===== config.mk =====
export PLATFORM = sky130hd
export DESIGN_NAME = match_lock_ctrl
export DESIGN_NICKNAME = d
export VERILOG_FILES = /design/src/rtl/lock_pkg.sv /design/src/rtl/hex_to_seg.sv /design/src/rtl/match_lock_ctrl.sv
export SDC_FILE = /design/constraint.sdc
export NUM_CORES = 1
export LEC_CHECK = 0
export ABC_AREA = 1
export ABC_CLOCK_PERIOD_IN_PS = 2800
export CORE_MARGIN = 5
export CORE_UTILIZATION = 50
export CTS_BUF_LIST = sky130_fd_sc_hd__clkbuf_4
export DETAILED_ROUTE_END_ITERATION = 10
export PLACE_DENSITY = 0.79
export SYNTH_ARGS = -nofsm -noshare
export SYNTH_HDL_FRONTEND = slang
export SYNTH_SLANG_ARGS = --single-unit

===== constraint.sdc =====
create_clock -name clk_2 -period 2.8 [get_ports clk_2]
set_clock_uncertainty 0.2 [all_clocks]
set_input_delay 0.56 -clock clk_2 [delete_from_list [all_inputs] [get_ports clk_2]]
set_output_delay 0.56 -clock clk_2 [all_outputs]
set_load 0.01 [all_outputs]

===== src/rtl/lock_pkg.sv =====
// Shared types and constants for the match-driven lock controller:
// FSM state encoding, alarm display pattern and the hex glyph table.
package lock_pkg;

    typedef enum logic [1:0] {
        LOCKED = 2'd0,
        OPEN   = 2'd1,
        ALARM  = 2'd2
    } lock_state_t;

    localparam logic [7:0] SEG_ALARM = 8'h77;

    // Entry [n] is the a..g pattern for hex digit n (bit0 = a).
    localparam logic [15:0][6:0] SEG_GLYPHS = {
        7'h71, 7'h79, 7'h5E, 7'h39, 7'h7C, 7'h77, 7'h6F, 7'h7F,
        7'h07, 7'h7D, 7'h6D, 7'h66, 7'h4F, 7'h5B, 7'h06, 7'h3F
    };

endpackage


===== src/rtl/hex_to_seg.sv =====
// Combinational hex digit to active-high 7-segment pattern (bit0 = a .. bit6 = g).
module hex_to_seg
    import lock_pkg::*;
(
    input  logic [3:0] hex,
    output logic [6:0] seg
);

    assign seg = SEG_GLYPHS[hex];

endmodule


===== src/rtl/match_lock_ctrl.sv =====
// Lock controller: turns rising edges of the detector match level into timed
// unlock windows, counts failed attempts and latches an alarm.
module match_lock_ctrl
    import lock_pkg::*;
#(
    parameter int TIMEOUT_BITS = 12,
    parameter int MAX_FAILS    = 3,
    parameter int OPEN_CYCLES  = 8
) (
    input  logic       clk_2,
    input  logic       reset,
    input  logic       match_in,
    input  logic       bit_valid,
    output logic       unlocked,
    output logic       alarm,
    output logic [1:0] fails,
    output logic [3:0] match_count,
    output logic [7:0] SEG
);

    lock_state_t state_r;
    logic        match_d_r;
    logic [3:0]  bitcnt_r;
    logic [7:0]  opencnt_r;
    logic [1:0]  fails_r;
    logic [3:0]  match_count_r;
    logic        unlocked_r;
    logic        alarm_r;

    logic        match_event_s;
    logic [2:0]  fails_inc_s;
    logic [6:0]  glyph_s;
    logic [7:0]  seg_s;

    // A level held high is one event; match_d_r clears on reset so a high level at release counts.
    assign match_event_s = match_in & ~match_d_r;
    assign fails_inc_s   = {1'b0, fails_r} + 3'd1;

    // Lock FSM with all outputs registered alongside the state.
    always_ff @(posedge clk_2) begin
        if (reset) begin
            state_r       <= LOCKED;
            match_d_r     <= 1'b0;
            bitcnt_r      <= 4'd0;
            opencnt_r     <= 8'd0;
            fails_r       <= 2'd0;
            match_count_r <= 4'd0;
            unlocked_r    <= 1'b0;
            alarm_r       <= 1'b0;
        end else begin
            match_d_r <= match_in;
            case (state_r)
                LOCKED: begin
                    if (match_event_s) begin
                        match_count_r <= match_count_r + 4'd1;
                        fails_r       <= 2'd0;
                        bitcnt_r      <= 4'd0;
                        opencnt_r     <= 8'(OPEN_CYCLES);
                        state_r       <= OPEN;
                        unlocked_r    <= 1'b1;
                    end else if (bit_valid) begin
                        if (bitcnt_r == 4'(TIMEOUT_BITS - 1)) begin
                            bitcnt_r <= 4'd0;
                            fails_r  <= fails_inc_s[1:0];
                            if (fails_inc_s == 3'(MAX_FAILS)) begin
                                state_r <= ALARM;
                                alarm_r <= 1'b1;
                            end
                        end else begin
                            bitcnt_r <= bitcnt_r + 4'd1;
                        end
                    end
                end
                OPEN: begin
                    // A fresh event restarts the full window, even on its last cycle.
                    if (match_event_s) begin
                        match_count_r <= match_count_r + 4'd1;
                        opencnt_r     <= 8'(OPEN_CYCLES);
                    end else if (opencnt_r == 8'd1) begin
                        opencnt_r  <= 8'd0;
                        bitcnt_r   <= 4'd0;
                        state_r    <= LOCKED;
                        unlocked_r <= 1'b0;
                    end else begin
                        opencnt_r <= opencnt_r - 8'd1;
                    end
                end
                ALARM: begin
                    state_r <= ALARM;
                end
                default: begin
                    state_r    <= LOCKED;
                    unlocked_r <= 1'b0;
                    alarm_r    <= 1'b0;
                end
            endcase
        end
    end

    hex_to_seg u_hex_to_seg (
        .hex (match_count_r),
        .seg (glyph_s)
    );

    // Display mux: alarm pattern overrides the count, dp mirrors the unlock window.
    always_comb begin
        seg_s = 8'h00;
        if (state_r == ALARM) begin
            seg_s = SEG_ALARM;
        end else begin
            seg_s = {unlocked_r, glyph_s};
        end
    end

    assign unlocked    = unlocked_r;
    assign alarm       = alarm_r;
    assign fails       = fails_r;
    assign match_count = match_count_r;
    assign SEG         = seg_s;

endmodule


==> results of run 1 <==
==> cell usage after synthesis (2+ instances only) <==
library cell / n
o21ai_0: 5
nand4_1: 3
nand3_2: 2
nor3_1: 5
inv_1: 30
nand2_1: 62
clkbuf_1: 2
or2_2: 7
nor2_1: 22
nand3b_1: 2
a21oi_1: 18
dfxtp_1: 30
nand3_1: 28
ha_1: 15
a21oi_4: 2
nand2_4: 3
inv_2: 4
xnor2_1: 2
==> cell usage in the layout, fill, tap and decap left out, types with 3 or more instances in the layout <==
master / netlist / layout
buf_4: 0 / 4
or2_2: 7 / 7
nand2_1: 62 / 62
a21oi_1: 18 / 18
nor3_1: 5 / 5
o21ai_0: 5 / 5
clkdlybuf4s50_1: 0 / 19
nand3_1: 28 / 28
inv_1: 30 / 30
inv_2: 4 / 4
clkbuf_4: 0 / 6
nand4_1: 3 / 3
nor2_1: 22 / 22
nand2_4: 3 / 3
ha_1: 15 / 15
dfxtp_1: 30 / 30
==> worst register-to-register path, cell delays in order, from the launching register on <==
cell,delay (ns)
dfxtp_1,0.37
inv_1,0.07
ha_1,0.30
nor2_2,0.25
nor2_4,0.08
or2_2,0.28
nand3_2,0.13
inv_1,0.11
ha_1,0.23
nand3_1,0.15
nand3_1,0.11
nand2_1,0.08
==> worst paths after layout <==
| kind | end | cells past startpoint |
|---|---|---|
| min | opencnt_r[6] | 2 |
| max | SEG[6] | 4 |
| min reg2reg | opencnt_r[6] | 2 |
| max reg2reg | glyph_s[3] | 11 |
==> power groups by stage <==
stage | registers, mW | clock network [mW] | logic [mW]
final | 0.551 | 0.249 | 0.637
after detailed placement | 0.562 | 0 | 0.636
after CTS | 0.552 | 0.258 | 0.640
after global routing | 0.562 | 0.278 | 0.733
after floorplan | 0.555 | 0 | 0.460
after global placement | 0.558 | 0 | 0.627
==> metrics by stage <==
stage	power, mW	worst slack, ns
floorplan	1.01	0.685
global placement	1.18	0.166
detailed placement	1.20	0.0748
CTS	1.45	0.164
global route	1.57	0.0637
finish	1.44	0.189
==> state kept, by name, summed over array words and instances, names as in the netlist <==
signal / cells
alarm: 1
bitcnt_r: 4
fails: 2
glyph_s: 7
match_count: 4
match_d_r: 1
opencnt_r: 8
state_r: 2
unlocked: 1
==> routing by layer <==
metal	global-route usage (%)	wire, um
met2	28.7	1720
met5	0	0
met3	4.17	147
met1	19.3	1690
met4	5.11	59
==> cell families (layout without fill, tap and decap cells) <==
kind of cell	Yosys count	in the layout	synth area share, %
DFF	30	30	33.0
xor gates and xnor gates	3	3	1.44
buffers and inverters	38	65	8.45
AOI/OAI and AO/OA	28	28	9.90
adders and majority gates	15	15	10.3
and+or+nand+nor	140	140	36.9
==> cell type report <==
type                            instances  share of cell area (%)
Multi-Input combinational cell        186                    50.1
Sequential cell                        30                    28.2
Timing Repair Buffer                   23                    10.3
Inverter                               34                    6.00
Tap cell                               48                    2.82
Clock buffer                            6                    2.12
Clock inverter                          2                   0.412
==> results.md, run 1 <==
* DRC at 0
* Top Ports at 20
* Nature of the critical path endpoint: primary output
* Peak supply drop at 0.000344 V
* Vias at 1637
* Gpl congestion at 0.876
* Cells after Synth at 254
* CP peak stage delay at 0.48 ns
* Initial antenna violation count at 0
* Slew Limit Fails at 0
* N_diodes at 0
* Worst slew pin tran at 0.395 ns
* Maximum clock insertion buffer count at 2
* Total core area at 3610 sq um
* Synth Flop Type: dfxtp_1
* Int Pwr at 0.869 mW
* PD cells at 675 nW/um^2
* Die ar. at 4950 sq um
* Sw frac at 39.5%
* CTS Hold Bufs at 0
* Number of flops mapped to enable cells by yosys at 0
* Setup TNS Final at 0 ns
* CTS Buf Count at 5
* Pin count of the biggest net entering global routing at 13
* Die height at 70.3 um
* Htree depth at 2
* Syn nets at 273
* Reg-to-reg slack, setup at 0.39 ns
* Worst-skew pair later-pin latency at 0.32 ns
* Crit-path max FO at 9
* Tmin final at 2.61 ns
* CP bufs+invs at 2
* Setup CP Type: reg -> out
* Initial core utilization at 50.5%
* Seq. cell area at 601 sq um
* CP startpoint: state_r[0]
* Fmax at 383 MHz
* Worst-path clk slew at 0.10 ns
* Placed insts at 321
* Synth Cell Area at 1820 sq um
* Area grow syn2layout at 16.9%
* CP delay by family, top: buffers and inverters
* Fin cells at 329
* Register bit total from synthesis at 30
* Setup Buffers After CTS at 0
* Placed cell area at 2070 sq um
* Fin nets at 299
* Layout cells sized above 1 at 12.8%
* Critical path, cell by cell: inv_1 > ha_1 > or2_2 > clkdlybuf4s50_1
* Avg Cell Area, Syn at 7.17 sq um
* Initial DRC count at 92
* HP Start: opencnt_r[6]
* CTS tree: done
* Area leader, netlist: dfxtp_1
* Vias in the first global route at 1623
* Slowest-stage cell, CP: clkdlybuf4s50_1
* RSZ-0062 raised after global routing: no
* Area taken by multi-input logic gates at 1070 sq um
* Synth warnings at 0
* Post-route cell area at 2130 sq um
* Hold Vio Cnt, Final at 0
* Status: complete, no violations
* Yosys top cell area share at 33.0%
* Final Util at 59.0%
* Combinational power share at 44.3%
* Data arrival, critical path at 1.85 ns
* Reg2reg start: state_r[0]
* Clock root cell: clkbuf_4
* Total grt overflow at 0
* Worst min-delay path category: reg -> reg
* P_leak at 0.954 nW
* FFs w/ async S/R, synth at 0%
* # rows at 22
* Global-route wire length before repair at 6720 um
* Final ANT Viol Nets at 0
* Total GRT Usage at 16.3%
* Max-cap violation count at 0
* CP startpoint kind: flip-flop
* Fill cell count at 349
* Sequential power share at 38.4%
* Worst Path Required at 2.04 ns
* Port bufs at 19
* Final setup fails at 0
* Hold_ws at 0.271 ns
* Synth unique cells at 30
* Seq/Total Area, Yosys at 33.0%
* Die width at 70.3 um
* Net Sw Power at 0.568 mW
* Routed WL at 3630 um
* Clock network power share at 17.3%
* Cts repair resizes at 0
* Top post-synthesis cells by area: dfxtp_1 33%, nand2_1 13%, ha_1 10%, nand3_1 7.7%, inv_1 6.2%
* Via density at 4.98
* Drt pass-1 iters at 4
* Hpwl dp at 2780 um
* Final worst path period share at 93.2%
* TritonCTS Sinks at 30
* Rel. slew slack at 73.6%
* Wire length per cell at 11.0 um
Note: power is estimated with default switching activity, not from simulation.
==> inputs of run 2 (changes only) <==
- ABC_AREA: 1 -> default
- REMOVE_ABC_BUFFERS: default -> 1
==> results.md, run 2 <==
* Synth Cell Area at 1760 sq um (was 1820 sq um)
* Reg-to-reg slack, setup at 0.34 ns (was 0.39 ns)
* TritonCTS Sinks at 30 (unchanged)
* Reg2reg start: state_r[1] (was state_r[0])
* Worst-skew pair later-pin latency at 0.33 ns (was 0.32 ns)
* Data arrival, critical path at 1.88 ns (was 1.85 ns)
* Worst slew pin tran at 0.548 ns (was 0.395 ns)
* Seq/Total Area, Yosys at 34.1% (was 33.0%)
* Top reg by flops: opencnt_r (unchanged)
* Port bufs at 19 (unchanged)
* Wire length per cell at 13.3 um (was 11.0 um)
* Setup CP Type: reg -> out (unchanged)
* Hpwl dp at 2950 um (was 2780 um)
* Initial core utilization at 52.3% (was 50.5%)
* Register bit total from synthesis at 30 (unchanged)
* Pin count of the biggest net entering global routing at 15 (was 13)
* Reg2Reg Depth at 11 (unchanged)
* Vias in the first global route at 1422 (was 1623)
* FFs w/ async S/R, synth at 0% (unchanged)
* Global-route wire length before repair at 6590 um (was 6720 um)
* Avg Cell Area, Syn at 8.62 sq um (was 7.17 sq um)
* Synth warnings at 0 (unchanged)
* P_leak at 0.860 nW (was 0.954 nW)
* Worst r2r dst: glyph_s[4] (was glyph_s[3])
* Hold Vio Cnt, Final at 0 (unchanged)
* Layout cells sized above 1 at 16.3% (was 12.8%)
* Top-count cell post-synth: dfxtp_1 (was nand2_1)
* Die ar. at 4800 sq um (was 4950 sq um)
* Max reg flops at 8 (unchanged)
* Final worst path period share at 94.3% (was 93.2%)
* Yosys top cell area share at 34.1% (was 33.0%)
* Max-cap violation count at 0 (unchanged)
* Worst Path Required at 2.04 ns (about the same)
* Placed cell area at 2090 sq um (was 2070 sq um)
* DRC at 0 (unchanged)
* Most common cell after layout, fill and taps aside: dfxtp_1 (was nand2_1)
* Rel. slew slack at 63.2% (was 73.6%)
* Htree depth at 2 (unchanged)
* Setup Buffers After CTS at 0 (unchanged)
* Synth Flop Type: dfxtp_1 (unchanged)
* Die height at 69.3 um (was 70.3 um)
* Maximum clock insertion buffer count at 2 (unchanged)
* Peak supply drop at 0.000494 V (was 0.000344 V)
* CTS Hold Bufs at 0 (unchanged)
* Status: complete, no violations (unchanged)
* RSZ-0062 raised after global routing: no (unchanged)
* Fmax at 379 MHz (was 383 MHz)
* Setup TNS Final at 0 ns (unchanged)
* Total grt overflow at 0 (unchanged)
* Nature of the critical path endpoint: primary output (unchanged)
* Total GRT Usage at 16.7% (was 16.3%)
* Most frequent cells in the layout: 30 x dfxtp_1, 25 x nor2_1, 19 x clkdlybuf4s50_1, 15 x ha_1 (was 62 x nand2_1, 30 x inv_1, 30 x dfxtp_1, 28 x nand3_1, 22 x nor2_1)
* Final setup fails at 0 (unchanged)
* Drt pass-1 iters at 4 (unchanged)
* Crit-path max FO at 10 (was 9)
* CTS Buf Count at 5 (unchanged)
* Slew Limit Fails at 0 (unchanged)
* Top Ports at 20 (unchanged)
* Post-route cell area at 2150 sq um (was 2130 sq um)
* Final ANT Viol Nets at 0 (unchanged)
* Top post-synthesis cells by count: 30 x dfxtp_1, 25 x nor2_1, 15 x ha_1 (was 62 x nand2_1, 30 x dfxtp_1, 30 x inv_1)
* Area leader, netlist: dfxtp_1 (unchanged)
* Synth unique cells at 44 (was 30)
* Via density at 5.38 (was 4.98)
* Total core area at 3360 sq um (was 3610 sq um)
* Die width at 69.3 um (was 70.3 um)
* Top post-synthesis cells by area: dfxtp_1 34%, ha_1 11%, nor2_1 5.3%, a21oi_1 4.0%, mux2i_1 4.0% (was dfxtp_1 33%, nand2_1 13%, ha_1 10%, nand3_1 7.7%, inv_1 6.2%)
* Hold endpoint: bitcnt_r[1] (was opencnt_r[6])
* N_diodes at 0 (unchanged)
* Routed WL at 3780 um (was 3630 um)
* Worst-path clk slew at 0.08 ns (was 0.10 ns)
* Clock root cell: clkbuf_4 (unchanged)
* Initial antenna violation count at 0 (unchanged)
* CP startpoint kind: flip-flop (unchanged)
* Cts repair resizes at 0 (unchanged)
* Fill cell count at 311 (was 349)
* Vias at 1532 (was 1637)
* CTS tree: done (unchanged)
* Area grow syn2layout at 22.0% (was 16.9%)
* # rows at 21 (was 22)
* Tmin final at 2.64 ns (was 2.61 ns)
* HP Start: bitcnt_r[1] (was opencnt_r[6])
* Initial DRC count at 105 (was 92)
* PD cells at 879 nW/um^2 (was 675 nW/um^2)
* Worst min-delay path category: reg -> reg (unchanged)
* Fin nets at 258 (was 299)
* Cells after Synth at 204 (was 254)
* Number of flops mapped to enable cells by yosys at 0 (unchanged)
* Gpl congestion at 0.872 (was 0.876)
* Hold Path Cell Cnt at 2 (unchanged)
run 2: through the flow:
step                setup slack (ns)  total power [mW]  hold slack (ns)  instances  utilization (%)
floorplan                      0.131              1.29            0.238        199                -
global placement               0.162              1.61            0.257        278             62.2
detailed placement            0.0873              1.64            0.263        278             62.2
CTS                            0.134              1.90            0.275        285             63.8
global route                  0.0331              2.05            0.300        285             63.8
finish                         0.159              1.89            0.276        285             63.8
run 2: worst max-delay path: stages, from the launching register on:
cell	delay [ns]
dfxtp_1	0.38
inv_1	0.08
ha_1	0.30
or2_2	0.32
clkdlybuf4s50_1	0.49
run 2: worst max path at each step:
stage,start,endpoint,slack (ns)
after floorplan,match_in,glyph_s[4],0.13
after global placement,match_in,bitcnt_r[1],0.16
after detailed placement,match_in,glyph_s[4],0.09
after CTS,state_r[0],SEG[4],0.13
after global routing,state_r[0],SEG[4],0.03
final,state_r[0],SEG[4],0.16
run 2: cell type report:
type	count	area, sq um	area share, %
clock buffers	7	52.6	2.45
inverters	14	52.6	2.45
multi-input cells	155	1090	50.7
flip-flops and latches	30	601	28.0
well taps	46	57.6	2.68
repair buffers	33	295	13.8
run 2: cell families after synthesis:
| logic type | share of synthesized area [%] |
|---|---|
| DFF | 34.1 |
| muxes | 5.26 |
| xor gates and xnor gates | 5.48 |
| and+or+nand+nor | 24.0 |
| AOI/OAI and AO/OA | 16.4 |
| adders and majority gates | 10.7 |
| buffers and inverters | 4.05 |
run 2: where the power goes:
group	leakage, nW	switching, mW	internal [mW]	total (mW)
Clock	0.0322	0.145	0.114	0.259
Combinational	0.583	0.511	0.487	0.998
Sequential	0.245	0.0953	0.535	0.631
Total	0.860	0.751	1.14	1.89
run 2: metal layers:
layer | GRT usage (%) | routed length (um) | vias up
met4 | 5.86 | 42 | 0
met1 | 20.6 | 1750 | 716
met5 | 0 | 0 | -
met2 | 27.9 | 1870 | 21
met3 | 4.49 | 113 | 5
li1 | - | - | 790
==> inputs of run 3 (changes only) <==
- CORE_MARGIN: 5 -> default
==> results.md, run 3 (synthesized netlist as in run 2, its figures left out) <==
* Status: complete, no violations (unchanged)
* Fmax at 377 MHz (was 379 MHz)
* Most common cell after layout, fill and taps aside: dfxtp_1 (unchanged)
* Worst r2r dst: glyph_s[0] (was glyph_s[4])
* Seq. cell area at 601 sq um (unchanged)
* Global-route wire length before repair at 6330 um (was 6590 um)
* Clock root cell: clkbuf_4 (unchanged)
* Htree depth at 2 (unchanged)
* Max-cap violation count at 0 (unchanged)
* Crit-path max FO at 10 (unchanged)
* Initial antenna violation count at 0 (unchanged)
* Fin nets at 260 (was 258)
* Hold_ws at 0.277 ns (was 0.276 ns)
* CTS tree: done (unchanged)
* Fill cell count at 301 (was 311)
* Total core area at 3360 sq um (unchanged)
* Worst-skew pair later-pin latency at 0.32 ns (was 0.33 ns)
* Slew Limit Fails at 0 (unchanged)
* Nature of the critical path endpoint: primary output (unchanged)
* Final worst setup slack at 0.149 ns (was 0.159 ns)
* Top reg by flops: opencnt_r (unchanged)
* Final ANT Viol Nets at 0 (unchanged)
* Max reg flops at 8 (unchanged)
* Routed WL at 3730 um (was 3780 um)
* Port bufs at 19 (unchanged)
* Reg2reg start: state_r[1] (unchanged)
* Worst-path clk slew at 0.09 ns (was 0.08 ns)
* RSZ-0062 raised after global routing: no (unchanged)
* Post-route cell area at 2160 sq um (was 2150 sq um)
* Final setup fails at 0 (unchanged)
* Design Power at 1.89 mW (about the same)
* TritonCTS Sinks at 30 (unchanged)
* Data arrival, critical path at 1.89 ns (was 1.88 ns)
* CTS Hold Bufs at 0 (unchanged)
* Die ar. at 3760 sq um (was 4800 sq um)
* Drt pass-1 iters at 4 (unchanged)
* Crit path capture: SEG[5] (was SEG[4])
* Final Util at 64.2% (was 63.8%)
* Hold Vio Cnt, Final at 0 (unchanged)
* Vias in the first global route at 1430 (was 1422)
* # rows at 21 (unchanged)
* Pin count of the biggest net entering global routing at 15 (unchanged)
* Tmin final at 2.65 ns (was 2.64 ns)
* Initial DRC count at 80 (was 105)
* Die width at 61.3 um (was 69.3 um)
* Setup Buffers After CTS at 0 (unchanged)
* Area grow syn2layout at 22.8% (was 22.0%)
* CP startpoint: state_r[0] (unchanged)
* CP startpoint kind: flip-flop (unchanged)
* N_diodes at 0 (unchanged)
* Total GRT Usage at 22.8% (was 16.7%)
* DP Worst Slack at 0.0792 ns (was 0.0873 ns)
* Total grt overflow at 0 (unchanged)
* Hpwl dp at 2860 um (was 2950 um)
* Vias at 1517 (was 1532)
* Most frequent cells in the layout: 30 x dfxtp_1, 25 x nor2_1, 19 x clkdlybuf4s50_1, 16 x buf_4, 15 x ha_1 (was 30 x dfxtp_1, 25 x nor2_1, 19 x clkdlybuf4s50_1, 15 x ha_1)
* Top Ports at 20 (unchanged)
* Reg-to-reg slack, setup at 0.32 ns (was 0.34 ns)
* Reg2Reg Depth at 9 (was 11)
* Final worst path period share at 94.7% (was 94.3%)
* DRC at 0 (unchanged)
* Placed cell area at 2110 sq um (was 2090 sq um)
* Worst min-delay path category: reg -> reg (unchanged)
* Setup CP Type: reg -> out (unchanged)
* Via density at 5.29 (was 5.38)
* Peak supply drop at 0.000434 V (was 0.000494 V)
* Die height at 61.3 um (was 69.3 um)
* Fin cells at 287 (was 285)
* Gpl congestion at 0.915 (was 0.872)
* Worst slew pin tran at 0.525 ns (was 0.548 ns)
* Maximum clock insertion buffer count at 2 (unchanged)
* Layout cells sized above 1 at 17.0% (was 16.3%)
* PD cells at 875 nW/um^2 (was 879 nW/um^2)
* Wire length per cell at 13.0 um (was 13.3 um)
* Placed insts at 280 (was 278)
* Rel. slew slack at 64.7% (was 63.2%)
* Cts repair resizes at 0 (unchanged)
* Initial core utilization at 52.3% (unchanged)
* Setup TNS Final at 0 ns (unchanged)
* CTS Buf Count at 5 (unchanged)
* Worst Path Required at 2.04 ns (about the same)
* P_leak at 0.870 nW (was 0.860 nW)
* Area taken by multi-input logic gates at 1090 sq um (unchanged)
-- run 3: final cells by class --
class / count / share of cell area [%]
clock buffers: 7 / 2.43
inverters: 14 / 2.43
multi-input cells: 155 / 50.3
flip-flops and latches: 30 / 27.8
well taps: 46 / 2.66
repair buffers: 35 / 14.4
-- run 3: routing by layer --
layer	routed length, um	vias to the layer above	GRT usage [%]
li1	-	784	-
met1	1800	706	29.0
met2	1770	21	37.7
met3	107	6	3.78
met4	55	0	10.1
met5	0	-	0
-- run 3: worst min path at each step --
stage | startpoint | to | slack (ns) | depth (start not counted)
2_1_floorplan | bitcnt_r[1] | bitcnt_r[1] | 0.24 | 2
3_3_place_gp | bitcnt_r[1] | bitcnt_r[1] | 0.26 | 2
3_5_place_dp | bitcnt_r[1] | bitcnt_r[1] | 0.27 | 2
4_1_cts | bitcnt_r[1] | bitcnt_r[1] | 0.28 | 2
5_1_grt | bitcnt_r[1] | bitcnt_r[1] | 0.30 | 2
6_report | bitcnt_r[1] | bitcnt_r[1] | 0.28 | 2
-- run 3: power by group --
part	leakage (nW)	switching [mW]	internal, mW
Sequential	0.245	0.0937	0.536
Clock	0.0322	0.138	0.114
Combinational	0.593	0.508	0.500
Total	0.870	0.741	1.15
-- run 3: critical path, stage by stage, from the launching register on --
cell	delay [ns]
dfxtp_1	0.38
inv_1	0.08
ha_1	0.31
or2_2	0.33
clkdlybuf4s50_1	0.48
